===== config.mk =====
export PLATFORM = sky130hd
export DESIGN_NAME = fxp_mul_sat
export DESIGN_NICKNAME = d
export VERILOG_FILES = /design/src/rtl/fxp_mul_sat_pkg.sv /design/src/rtl/fxp_round_sat.sv /design/src/rtl/fxp_mul_sat.sv
export SDC_FILE = /design/constraint.sdc
export NUM_CORES = 2
export LEC_CHECK = 0
export BUFFER_PORTS_ARGS = -buffer_cell sky130_fd_sc_hd__buf_4
export CORE_MARGIN = 4
export CORE_UTILIZATION = 40
export CTS_BUF_LIST = sky130_fd_sc_hd__clkbuf_8 sky130_fd_sc_hd__clkbuf_16
export DETAILED_ROUTE_END_ITERATION = 12
export GPL_ROUTABILITY_DRIVEN = 0
export PLACE_DENSITY = 0.57
export SYNTH_ARGS = -nofsm -noshare
export SYNTH_HDL_FRONTEND = slang
export SYNTH_SLANG_ARGS = --single-unit

===== constraint.sdc =====
create_clock -name clk -period 8.6 [get_ports clk]
set_input_delay 0.43 -clock clk [delete_from_list [all_inputs] [get_ports clk]]
set_output_delay 0.43 -clock clk [all_outputs]
set_load 0.02 [all_outputs]

===== src/rtl/fxp_mul_sat_pkg.sv =====
// Shared fixed-point definitions for the Q(ENT.FRAC) arithmetic chain.
//   - word width derivation: W = 1 + ENT + FRAC
//   - saturation bounds for the default format (MAX_POS / MAX_NEG)
//   - round-mode encoding used by the requantiser
package fxp_mul_sat_pkg;

  localparam int ENT_DEF  = 10;
  localparam int FRAC_DEF = 14;

  function automatic int fxp_width(input int ent, input int frac);
    return 1 + ent + frac;
  endfunction

  localparam int W_DEF = fxp_width(ENT_DEF, FRAC_DEF);

  localparam logic signed [W_DEF-1:0] MAX_POS = {1'b0, {(W_DEF-1){1'b1}}};
  localparam logic signed [W_DEF-1:0] MAX_NEG = {1'b1, {(W_DEF-1){1'b0}}};

  typedef enum logic {
    RND_TRUNC   = 1'b0,  // floor
    RND_HALF_UP = 1'b1   // add half an LSB, then floor
  } rnd_mode_e;

endpackage


===== src/rtl/fxp_round_sat.sv =====
// Combinational requantiser: 2W-bit signed product with 2*FRAC fractional
// bits -> W-bit signed Q(ENT.FRAC) word, with optional round-half-up and
// saturation to the word range.
// Ports:
//   prod   in  2W  signed full-precision product
//   mode   in  1   RND_TRUNC / RND_HALF_UP
//   result out W   saturated, requantised value
//   ovf    out 1   result was clamped
module fxp_round_sat
  import fxp_mul_sat_pkg::*;
#(
  parameter int W    = W_DEF,
  parameter int FRAC = FRAC_DEF
) (
  input  logic signed [2*W-1:0] prod,
  input  rnd_mode_e             mode,
  output logic signed [W-1:0]   result,
  output logic                  ovf
);

  // Bounds and rounding constant sign-extended to the 2W+1 working width,
  // one bit wider than the product so the rounding add can never wrap.
  localparam logic signed [2*W:0] HI   = {{(W+2){1'b0}}, {(W-1){1'b1}}};
  localparam logic signed [2*W:0] LO   = {{(W+2){1'b1}}, {(W-1){1'b0}}};
  localparam logic signed [2*W:0] HALF = {{(2*W+1-FRAC){1'b0}}, 1'b1, {(FRAC-1){1'b0}}};

  logic signed [2*W:0] sum;
  logic signed [2*W:0] r;

  always_comb begin
    sum    = {prod[2*W-1], prod} + ((mode == RND_HALF_UP) ? HALF : '0);
    r      = sum >>> FRAC;
    result = r[W-1:0];
    ovf    = 1'b0;
    if (r > HI) begin
      result = HI[W-1:0];
      ovf    = 1'b1;
    end else if (r < LO) begin
      result = LO[W-1:0];
      ovf    = 1'b1;
    end
  end

endmodule


===== src/rtl/fxp_mul_sat.sv =====
// Pipelined signed fixed-point multiplier, Q(ENT.FRAC) x Q(ENT.FRAC) ->
// Q(ENT.FRAC), with selectable rounding, saturation and overflow stats.
// Operands presented in cycle k produce result/out_valid in cycle k+3
// (three register stages: operands, product, requantised result).
// Optional feature: define FXP_STATS_EN to implement ovf_sticky/ovf_count;
// otherwise both read 0 and clr_stats is ignored.
// Ports:
//   clk, reset   clock, synchronous active-high reset
//   in_valid     operands valid
//   a, b         signed operands, W bits
//   round_mode   0 truncate, 1 round half up (travels with operands)
//   clr_stats    clears ovf_sticky / ovf_count (wins over a coincident ovf)
//   out_valid    result valid
//   result       saturated product, W bits
//   ovf          this result was saturated
//   ovf_sticky   any saturation since reset/clear
//   ovf_count    saturation counter, sticks at all-ones
module fxp_mul_sat
  import fxp_mul_sat_pkg::*;
#(
  parameter  int ENT   = ENT_DEF,
  parameter  int FRAC  = FRAC_DEF,
  parameter  int CNT_W = 16,
  localparam int W     = fxp_width(ENT, FRAC)
) (
  input  logic                clk,
  input  logic                reset,
  input  logic                in_valid,
  input  logic signed [W-1:0] a,
  input  logic signed [W-1:0] b,
  input  logic                round_mode,
  input  logic                clr_stats,
  output logic                out_valid,
  output logic signed [W-1:0] result,
  output logic                ovf,
  output logic                ovf_sticky,
  output logic [CNT_W-1:0]    ovf_count
);

  localparam int STAGES = 3;

  logic [STAGES-1:0]     vld_pipe;
  logic signed [W-1:0]   a1, b1;
  rnd_mode_e             m1, m2;
  logic signed [2*W-1:0] p2;
  logic signed [W-1:0]   res_c;
  logic                  ovf_c;

  // Datapath registers carry no reset; only the valid chain qualifies them.
  always_ff @(posedge clk) begin
    a1 <= a;
    b1 <= b;
    m1 <= rnd_mode_e'(round_mode);
    p2 <= (2*W)'(a1) * (2*W)'(b1);
    m2 <= m1;
  end

  fxp_round_sat #(.W(W), .FRAC(FRAC)) u_round_sat (
    .prod   (p2),
    .mode   (m2),
    .result (res_c),
    .ovf    (ovf_c)
  );

  always_ff @(posedge clk) begin
    if (reset) begin
      vld_pipe <= '0;
      result   <= '0;
      ovf      <= 1'b0;
    end else begin
      vld_pipe <= {vld_pipe[STAGES-2:0], in_valid};
      if (vld_pipe[1]) begin
        result <= res_c;
        ovf    <= ovf_c;
      end
    end
  end

  assign out_valid = vld_pipe[STAGES-1];

`ifdef FXP_STATS_EN
  always_ff @(posedge clk) begin
    if (reset || clr_stats) begin
      ovf_sticky <= 1'b0;
      ovf_count  <= '0;
    end else if (vld_pipe[1] && ovf_c) begin
      ovf_sticky <= 1'b1;
      if (ovf_count != '1) ovf_count <= ovf_count + CNT_W'(1);
    end
  end
`else
  logic unused_clr;
  assign unused_clr = clr_stats;
  assign ovf_sticky = 1'b0;
  assign ovf_count  = '0;
`endif

endmodule


==> results.ini <==
[critical_path]
critical_path_required_ns=9.00
worst_setup_path_start_kind=register
crit_family=adder cells
slowest_stage=fa_1
crit_path_frequent_cell=fa_1
cp.arrival_ns=8.24
worstPathCellList=buf_4 -> nand2_1 -> inv_1 -> fa_1 -> fa_1 -> fa_1 -> inv_1 -> fa_1 -> fa_1 -> fa_1 -> fa_1 -> inv_1 -> ha_1 -> and3_1 -> and2_1 -> and4_1 -> a21oi_1 -> o21ai_0 -> nand2_1 -> o21ai_1 -> or4_1 -> nand4_1
cp.buffers_inverters=4
cp-end-kind=register
crit_path_max_incr_delay_ns=0.94
cp_max_fo=15
worstSetupPathType=reg2reg

[synth]
async_flop_share=0
synth-seq-area-share=0.08930
synth_cells=2814
synth_area_um2=26450
yosysWarnings=0
synth_top_area_cell=fa_1
synth_cell_types=61
synthTopCellsByArea=fa_1 50%, inv_1 9.9%, dfxtp_1 8.9%
yosysTopAreaCellShare=0.4972
synth_edf_count=0
synthFlopType=dfxtp_1
avgSynthCellArea_um2=9.401
synth-seq-cells=118

[clock_network]
cts_setup_buffers=0
cts_resized=0
clock-sinks=118
clock_latency_ns=0.47
clk_pin_slew_ns=0.07
cts_buffers=17
cts_root_buf=clkbuf_16
cts_tree=done
cts_buffer_depth=2
cts_hold_buf=0
cts_max_level=4

[hold_path]
hp-class=in2reg

[sta]
slew_headroom=0.2717
fmax_mhz=127.5
setup_viol=0
period_minus_slack_ns=7.846
finClkSkew_ns=0.01311
tns_ns=0
final_hold_viol_count=0
tightest_slew_ns=1.091
grt_setup_unrepaired=no
fin_crit_sh=0.9123
report.final.slew_viol_count=0

[detailed_routing]
dr_wl_met3_um=4385
route.met2.wl_um=34310
top_layer=met4
firstDrtPassIters=5
drt-met1-wl_um=27630
drc_errors=0
detail_route.wl_per_cell_um=18.58
via_per_inst=4.913
vias=18420
finalWirelength_um=69660
drtAntennaViolNets=0
drt-initial-drc-count=866

[finish]
multiInputGateArea_um2=20930
most-common-layout-cells=700 x inv_1, 657 x fa_1, 358 x nand2_1, 307 x and2_1, 153 x buf_4
fillCellCount=6414
fin_nets=3720
mostFrequentLayoutCell=inv_1
register_area_um2=2362
drive_above_1_share=0.07564
area_growth_pct=8.712

[outcome]
outcome=finished, final reports clean

[floorplanning]
start_util=0.4031
core_um2=65630
die_x_um=265.2
io_pins=99
rows=94
die_area_um2=70310
die_y_um=265.2

[global_route]
grt-ovfl-total=0
grt_pass1_wl_um=114100
antenna_found_initial=1
grt_max_degree=30
grt_pass1_vias=21110
grt.total_usage=0.2095

[job]
drv_cap=0

[placed_design]
dpl.hpwl_um=58170
port_buffers=80

[synth_stat cells (all sizes together) (6+ instances only)]
| cell type | count |
|---|---|
| inv | 700 |
| fa | 657 |
| nand2 | 358 |
| and2 | 307 |
| ha | 139 |
| dfxtp | 118 |
| clkbuf | 107 |
| nor2 | 70 |
| xnor2 | 52 |
| a211oi | 35 |
| a21oi | 34 |
| o21ai | 31 |
| nand3 | 28 |
| buf | 26 |
| and3 | 21 |
| xor2 | 17 |
| nand2b | 16 |
| a21o | 14 |
| and4 | 10 |
| nand4 | 8 |
| nor3 | 8 |
| nor2b | 6 |
[kinds of logic (layout without fill, tap and decap cells)]
group,Yosys count,count (layout),share of synthesized area
adders and majority gates,796,796,0.5629
DFF,118,118,0.08930
muxes,4,4,0.001655
buffers and inverters,833,885,0.1219
and+or+nand+nor,843,843,0.1592
xor gates and xnor gates,69,69,0.02284
other,1,20,0.0001418
AOI/OAI and AO/OA,150,150,0.04200
[registers in the layout, indices dropped and copies added, names as in the netlist]
| signal | count |
|---|---|
| m2 | 1 |
| b1 | 25 |
| m1 | 1 |
| vld_pipe | 3 |
| ovf | 1 |
| a1 | 25 |
| result | 25 |
| p2 | 37 |
[final timing paths]
kind | from | to | slack (ns) | depth (start not counted)
worst max-delay path | b1[1] | p2[49] | 0.75 | 22
worst min-delay path | a[0] | a1[0] | 0.06 | 1
worst max register to register | b1[1] | p2[49] | 0.75 | 22
worst min register to register | m1 | m2 | 0.33 | 0
[layer usage]
| layer | vias up | global-route usage |
|---|---|---|
| li1 | 8221 | - |
| met1 | 9492 | 0.2560 |
| met2 | 565 | 0.3598 |
| met3 | 140 | 0.04162 |
| met4 | 0 | 0.09580 |
| met5 | - | 0 |
[per-stage QoR]
stage | cell area, um2 | std cells | setup slack (ns) | util | hold slack, ns
finish | 28760 | 3749 | 0.7545 | 0.4382 | 0.05876
global route | 28750 | 3746 | 0.2765 | 0.4381 | 0.03396
CTS | 28750 | 3746 | 0.6721 | 0.4381 | 0.01381
detailed placement | 28150 | 3714 | 0.7234 | 0.4289 | 0.3183
global placement | 28150 | 3714 | 0.7198 | 0.4289 | 0.3244
floorplan | 26510 | 2830 | 1.536 | - | 0.3096
[final cells by class]
type / instances / area share
tap: 864 / 0.03759
clock inverter: 15 / 0.006221
inverter: 700 / 0.09136
antenna: 3 / 0.0002610
sequential: 118 / 0.08214
timing repair buffer: 153 / 0.03994
multi-input combinational: 1879 / 0.7277
clock buffer: 17 / 0.01479
Power is left out: the tool's default activity adds up to more than one toggle a clock period on the data nets, which glitch-free logic cannot reach.
